### src/rtl/dct_row_quant_pipe.sv
// dct_row_quant_pipe: 8-point 1-D row DCT (first NUM_OUT coefficients) with
// per-row/per-coefficient quantisation and signed saturation. Four register
// stages (capture, butterfly, scale*quant, saturate) behind valid/ready.
// A single global stall freezes every stage while the output is blocked.
module dct_row_quant_pipe #(
  parameter int IN_W    = 9,
  parameter int OUT_W   = 10,
  parameter int Q_W     = 7,
  parameter int SHIFT   = 5,
  parameter int NUM_OUT = 4
) (
  input  logic                 clk,
  input  logic                 rst_n,
  input  logic                 in_valid,
  output logic                 in_ready,
  input  logic                 in_sof,
  input  logic [8*IN_W-1:0]    in_data,
  input  logic                 qt_we,
  input  logic [4:0]           qt_addr,
  input  logic [Q_W-1:0]       qt_wdata,
  output logic                 out_valid,
  input  logic                 out_ready,
  output logic [8*OUT_W-1:0]   out_data,
  output logic [2:0]           out_row,
  output logic                 out_eob
);
  localparam int AW = IN_W + 1;
  localparam int BW = IN_W + 2;
  localparam int CW = IN_W + 3;
  localparam int PW = 32;
  localparam logic signed [PW-1:0] SAT_MAX = PW'((2 ** (OUT_W - 1)) - 1);
  localparam logic signed [PW-1:0] SAT_MIN = PW'(-(2 ** (OUT_W - 1)));

  logic                  stall, accept;
  logic [Q_W-1:0]        qt_q [32];
  logic [2:0]            rowcnt_q, rowcnt_d, row_sel;
  logic [Q_W-1:0]        q_sel [4];

  logic                  v0_q;
  logic [2:0]            row0_q;
  logic signed [IN_W-1:0] x0_q [8];
  logic [Q_W-1:0]        q0_q [4];

  logic signed [AW-1:0]  a [8];
  logic signed [BW-1:0]  b1, b2;
  logic signed [CW-1:0]  c1_d, c1_q;
  logic signed [BW-1:0]  b3_d, b4_d, b5_d, b6_d, b3_q, b4_q, b5_q, b6_q;
  logic signed [AW-1:0]  a5_q, a7_q;
  logic                  v1_q;
  logic [2:0]            row1_q;
  logic [Q_W-1:0]        q1_q [4];

  logic signed [PW-1:0]  p_d [4];
  logic signed [PW-1:0]  p_q [4];
  logic                  v2_q;
  logic [2:0]            row2_q;

  logic signed [PW-1:0]  sat_t;
  logic [8*OUT_W-1:0]    y_d;

  assign stall    = out_valid & ~out_ready;
  assign in_ready = ~stall;
  assign accept   = in_valid & in_ready;

  // Row index selection and quant factor lookup for the row being offered.
  always_comb begin
    row_sel  = in_sof ? 3'd0 : rowcnt_q;
    rowcnt_d = accept ? 3'(row_sel + 3'd1) : rowcnt_q;
    for (int k = 0; k < 4; k++) q_sel[k] = qt_q[{2'(k), row_sel}];
  end

  // Row counter; wraps 7 -> 0 naturally in 3 bits.
  always_ff @(posedge clk or negedge rst_n) begin
    if (!rst_n) rowcnt_q <= '0;
    else        rowcnt_q <= rowcnt_d;
  end

  // Quant table: writable any cycle; a row accepted on the write edge reads the old entry.
  always_ff @(posedge clk or negedge rst_n) begin
    if (!rst_n) begin
      for (int i = 0; i < 32; i++) qt_q[i] <= Q_W'(1);
    end else if (qt_we) begin
      qt_q[qt_addr] <= qt_wdata;
    end
  end

  // Stage 0: capture the accepted row with its index and quant factors.
  always_ff @(posedge clk or negedge rst_n) begin
    if (!rst_n) begin
      v0_q   <= 1'b0;
      row0_q <= '0;
      for (int i = 0; i < 8; i++) x0_q[i] <= '0;
      for (int k = 0; k < 4; k++) q0_q[k] <= '0;
    end else if (!stall) begin
      v0_q <= accept;
      if (accept) begin
        row0_q <= row_sel;
        for (int i = 0; i < 8; i++) x0_q[i] <= in_data[(7-i)*IN_W +: IN_W];
        for (int k = 0; k < 4; k++) q0_q[k] <= q_sel[k];
      end
    end
  end

  // Butterfly network at full precision.
  always_comb begin
    for (int i = 0; i < 4; i++) begin
      a[i]   = AW'(x0_q[i]) + AW'(x0_q[7-i]);
      a[i+4] = AW'(x0_q[i]) - AW'(x0_q[7-i]);
    end
    b1   = BW'(a[0]) + BW'(a[3]);
    b2   = BW'(a[1]) + BW'(a[2]);
    b3_d = BW'(a[0]) - BW'(a[3]);
    b4_d = BW'(a[1]) - BW'(a[2]);
    b5_d = BW'(a[5]) + BW'(a[6]);
    b6_d = BW'(a[4]) - BW'(a[7]);
    c1_d = CW'(b1) + CW'(b2);
  end

  // Stage 1: register the butterfly terms the multipliers need.
  always_ff @(posedge clk or negedge rst_n) begin
    if (!rst_n) begin
      v1_q <= 1'b0; row1_q <= '0; c1_q <= '0;
      b3_q <= '0; b4_q <= '0; b5_q <= '0; b6_q <= '0; a5_q <= '0; a7_q <= '0;
      for (int k = 0; k < 4; k++) q1_q[k] <= '0;
    end else if (!stall) begin
      v1_q <= v0_q; row1_q <= row0_q; c1_q <= c1_d;
      b3_q <= b3_d; b4_q <= b4_d; b5_q <= b5_d; b6_q <= b6_d;
      a5_q <= a[4]; a7_q <= a[6];
      for (int k = 0; k < 4; k++) q1_q[k] <= q0_q[k];
    end
  end

  // Fixed-point DCT scale times the (unsigned) quant factor; 32 bits cannot overflow.
  always_comb begin
    p_d[0] = PW'(c1_q) * 32'sd45 * PW'($signed({1'b0, q1_q[0]}));
    p_d[1] = (PW'(b5_q) * 32'sd32 + PW'(a5_q) * 32'sd64) * PW'($signed({1'b0, q1_q[1]}));
    p_d[2] = (PW'(b3_q) * 32'sd56 + PW'(b4_q) * 32'sd24) * PW'($signed({1'b0, q1_q[2]}));
    p_d[3] = (PW'(b6_q) * 32'sd32 - PW'(a7_q) * 32'sd64) * PW'($signed({1'b0, q1_q[3]}));
  end

  // Stage 2: register the products.
  always_ff @(posedge clk or negedge rst_n) begin
    if (!rst_n) begin
      v2_q <= 1'b0; row2_q <= '0;
      for (int k = 0; k < 4; k++) p_q[k] <= '0;
    end else if (!stall) begin
      v2_q <= v1_q; row2_q <= row1_q;
      for (int k = 0; k < 4; k++) p_q[k] <= p_d[k];
    end
  end

  // Floor shift and clamp each computed coefficient; unused slots stay zero.
  always_comb begin
    y_d   = '0;
    sat_t = '0;
    for (int k = 0; k < 4; k++) begin
      sat_t = p_q[k] >>> SHIFT;
      if (k < NUM_OUT) begin
        if (sat_t > SAT_MAX)      y_d[(7-k)*OUT_W +: OUT_W] = SAT_MAX[OUT_W-1:0];
        else if (sat_t < SAT_MIN) y_d[(7-k)*OUT_W +: OUT_W] = SAT_MIN[OUT_W-1:0];
        else                      y_d[(7-k)*OUT_W +: OUT_W] = sat_t[OUT_W-1:0];
      end
    end
  end

  // Output stage: holds while the downstream is not ready.
  always_ff @(posedge clk or negedge rst_n) begin
    if (!rst_n) begin
      out_valid <= 1'b0; out_data <= '0; out_row <= '0; out_eob <= 1'b0;
    end else if (!stall) begin
      out_valid <= v2_q;
      out_eob   <= v2_q && (row2_q == 3'd7);
      if (v2_q) begin
        out_data <= y_d;
        out_row  <= row2_q;
      end
    end
  end

endmodule
### config.mk
export PLATFORM = sky130hd
export DESIGN_NAME = dct_row_quant_pipe
export DESIGN_NICKNAME = d
export VERILOG_FILES = /design/src/rtl/dct_row_quant_pipe.sv
export SDC_FILE = /design/constraint.sdc
export NUM_CORES = 2
export LEC_CHECK = 0
export CORE_UTILIZATION = 40
export CTS_BUF_LIST = sky130_fd_sc_hd__clkbuf_8
export CTS_CLUSTER_DIAMETER = 60
export DETAILED_ROUTE_END_ITERATION = 10
export PLACE_DENSITY = 0.57
export SKIP_LAST_GASP = 1
export SYNTH_ARGS = -nofsm -noshare
export SYNTH_HDL_FRONTEND = slang
export SYNTH_SLANG_ARGS = --single-unit
export TNS_END_PERCENT = 5
### constraint.sdc
create_clock -name clk -period 11.9 [get_ports clk]
set_clock_uncertainty 0.1 [all_clocks]
set_input_delay 1.19 -clock clk [delete_from_list [all_inputs] [get_ports clk]]
set_output_delay 1.19 -clock clk [all_outputs]
set_load 0.005 [all_outputs]
==> reports/results.tsv <==
stage	metric	value	unit
logic_synthesis	synth_area_leaders	dfrtp_1 (28%), fa_1 (17%), ha_1 (11%), mux2_2 (6.6%), inv_1 (5.2%)	
cts	clk_pin_slew	0.06	ns
logic_synthesis	synth_edf_count	0	
die	coreArea	0.118	mm^2
sta	hold_slack	0.272	ns
sta	relSlewSlack	21.5	%
cells_and_area	final_util	44.6	%
place	dp_hpwl	82.8	mm
drt	drt-total-wl	109	mm
logic_synthesis	async_flop_share	100	%
worst_setup_path	crit_path_max_incr_delay	0.68	ns
sta	hold_viol	0	
cts	cts.sinks	572	
global_route	grt_overflow_total	0	
drt	num_vias	32538	
logic_synthesis	avgSynthCellArea	9.92	um^2
drt	drt_iter0_drc	1461	
cts	ctsHoldBuffers	0	
cts	insertion_delay	0.82	ns
worst_setup_path	crit_family	adder cells	
logic_synthesis	synth_area_leader_cell	dfrtp_1	
die	die-width	347	um
cts	cts_buffers	106	
cts	cts_tree	yes	
cells_and_area	fillers	11471	
worst_setup_path	required	12.45	ns
worst_setup_path	crit_fanout	13	
drt	detail_route.first_pass.iterations	5	
worst_setup_path	critPathSlowestCell	xor2_1	
worst_hold_path	holdCritPathClass	in2async	
logic_synthesis	netlist_area	0.0476	mm^2
logic_synthesis	ys_ff_latch	572	
place	place.port_buffers	135	
cts	post_cts_buffers	0	
place	gp_congestion	0.837	
logic_synthesis	seq_area_frac_synth	30.2	%
sta	rsz0062_at_grt	false	
die	die_area	0.120	mm^2
drt	via_per_inst	4.99	
cts	ctsResizeCount	0	
die	num_rows	126	
logic_synthesis	synth_cells	4795	
global_route	track_usage	18.9	%
flow_run	maxCapViolations	0	
logic_synthesis	synth_top_area_share	28.4	%
global_route	grt_pass1_wl	183	mm
worst_setup_path	critPathKind	reg2reg	
cells_and_area	layout_common_cells	inv_1 (701), dfrtp_1 (539), nand2_1 (515)	
cts	h-tree-depth	3	
die	initial_utilization	40.4	%
logic_synthesis	synth.distinct_cells	74	
die	die_h	347	um
worst_setup_path	r2r_cells	28	
logic_synthesis	yosysWarningCount	0	
sta	slew_viol_final	0	
cells_and_area	drive_gt1_share	11.2	%
drt	drc	0	
cts	clockBufferDepth	3	
worst_setup_path	path_depth	28	
cells_and_area	syn_to_final_growth	10.4	%
global_route	grt_pass1_vias	34905	
logic_synthesis	synth_ff_type	dfrtp_1	
worst_setup_path	cp_num_buf_inv	5	
cells_and_area	regArea	0.0144	mm^2
die	num_io_pins	176	
cells_and_area	final_net_count	5799	
sta	worst_pin_slew	1.17	ns
sta	tns	0	ns
global_route	antenna_found_initial	3	
sta	min_period	8.86	ns
cts	root_buffer	clkbuf_8	
sta	finalCritPeriodShare	74.5	%
sta	fmax	113	MHz
sta	finalSetupViolations	0	
worst_setup_path	critPathCaptureType	flip-flop	
run_status	status	finished clean	
global_route	grt_max_degree	165	
worst_setup_path	startpoint_type	flip-flop	
cells_and_area	layout_commonest_cell	inv_1	
drt	ant_nets	0	
cells_and_area	multi_input_area	0.0300	mm^2
drt	wl_per_cell	16.6	um
worst_setup_path	crit_top_cell	fa_1	
worst_setup_path	cp.arrival	9.41	ns
[cell type report]
| cell class | instances | area share [%] |
|---|---|---|
| Clock buffer | 134 | 3.51 |
| Timing Repair Buffer | 160 | 2.96 |
| Tap cell | 1536 | 3.66 |
| Antenna cell | 2 | 0.00952 |
| Clock inverter | 58 | 0.667 |
| Inverter | 665 | 4.76 |
| Sequential cell | 572 | 27.3 |
| Multi-Input combinational cell | 3397 | 57.1 |
[metal layers]
metal	global-route usage, %	routed length [um]
met5	0	13
met4	6.15	3510
met3	2.71	2960
met2	32.6	52700
met1	24.3	49400
[synth_stat cells (all sizes together) (23+ instances only)]
cell,n
buf,60
nor3,41
nand2b,29
and2,299
nor2,207
o31ai,34
fa,399
nand2,517
mux2i,114
mux4,28
nand3,36
a21oi,195
ha,408
dfrtp,540
xor2,78
nor2b,51
a21o,38
xnor2,118
clkbuf,140
mux2,277
o21ai,241
a21boi,23
dfstp,32
inv,664
o21bai,28
[sequential cells by signal, indices dropped and copies added (netlist names), 10 cells and up]
name,count
a7_q,10
b6_q,11
x0_q,72
b5_q,11
c1_q,12
b4_q,11
q0_q,28
a5_q,10
p_q,84
q1_q,28
out_data,40
b3_q,11
qt_q,224
[cell families (layout without fill, tap and decap cells)]
logic type | after synthesis | after routing | share of synthesized area [%]
buf+inv | 865 | 1017 | 7.14
other cells | 1 | 42 | 0.00788
xor+xnor | 196 | 196 | 3.61
fa+ha+maj | 807 | 807 | 27.5
simple gates | 1278 | 1278 | 13.0
mux | 419 | 419 | 10.3
flops | 572 | 572 | 30.2
compound gates | 657 | 657 | 8.31
[worst paths after layout]
check	startpoint	end	slack, ns
max	c1_q[4]$_DFFE_PN0N_	p_q[122]$_DFFE_PN0N_	3.04
min	rst_n	qt_q[121]$_DFFE_PN0P_	0.27
min reg2reg	q0_q[19]$_DFFE_PN0P_	q1_q[19]$_DFFE_PN0N_	0.34
max reg2reg	c1_q[4]$_DFFE_PN0N_	p_q[122]$_DFFE_PN0N_	3.04
max in group asynchronous	rst_n	p_q[114]$_DFFE_PN0N_	9.13
min in group clk	q0_q[19]$_DFFE_PN0P_	q1_q[19]$_DFFE_PN0N_	0.34
[metrics by stage]
stage	std cells	instance area (um^2)	setup slack [ns]
2_1_floorplan	4834	47700	3.87
3_3_place_gp	6330	50300	3.02
3_5_place_dp	6330	50300	2.99
4_1_cts	6522	52500	2.94
5_1_grt	6524	52500	2.37
6_report	6524	52500	3.04
Power is left out: the tool's default activity adds up to more than one toggle a clock period on the data nets, which glitch-free logic cannot reach.
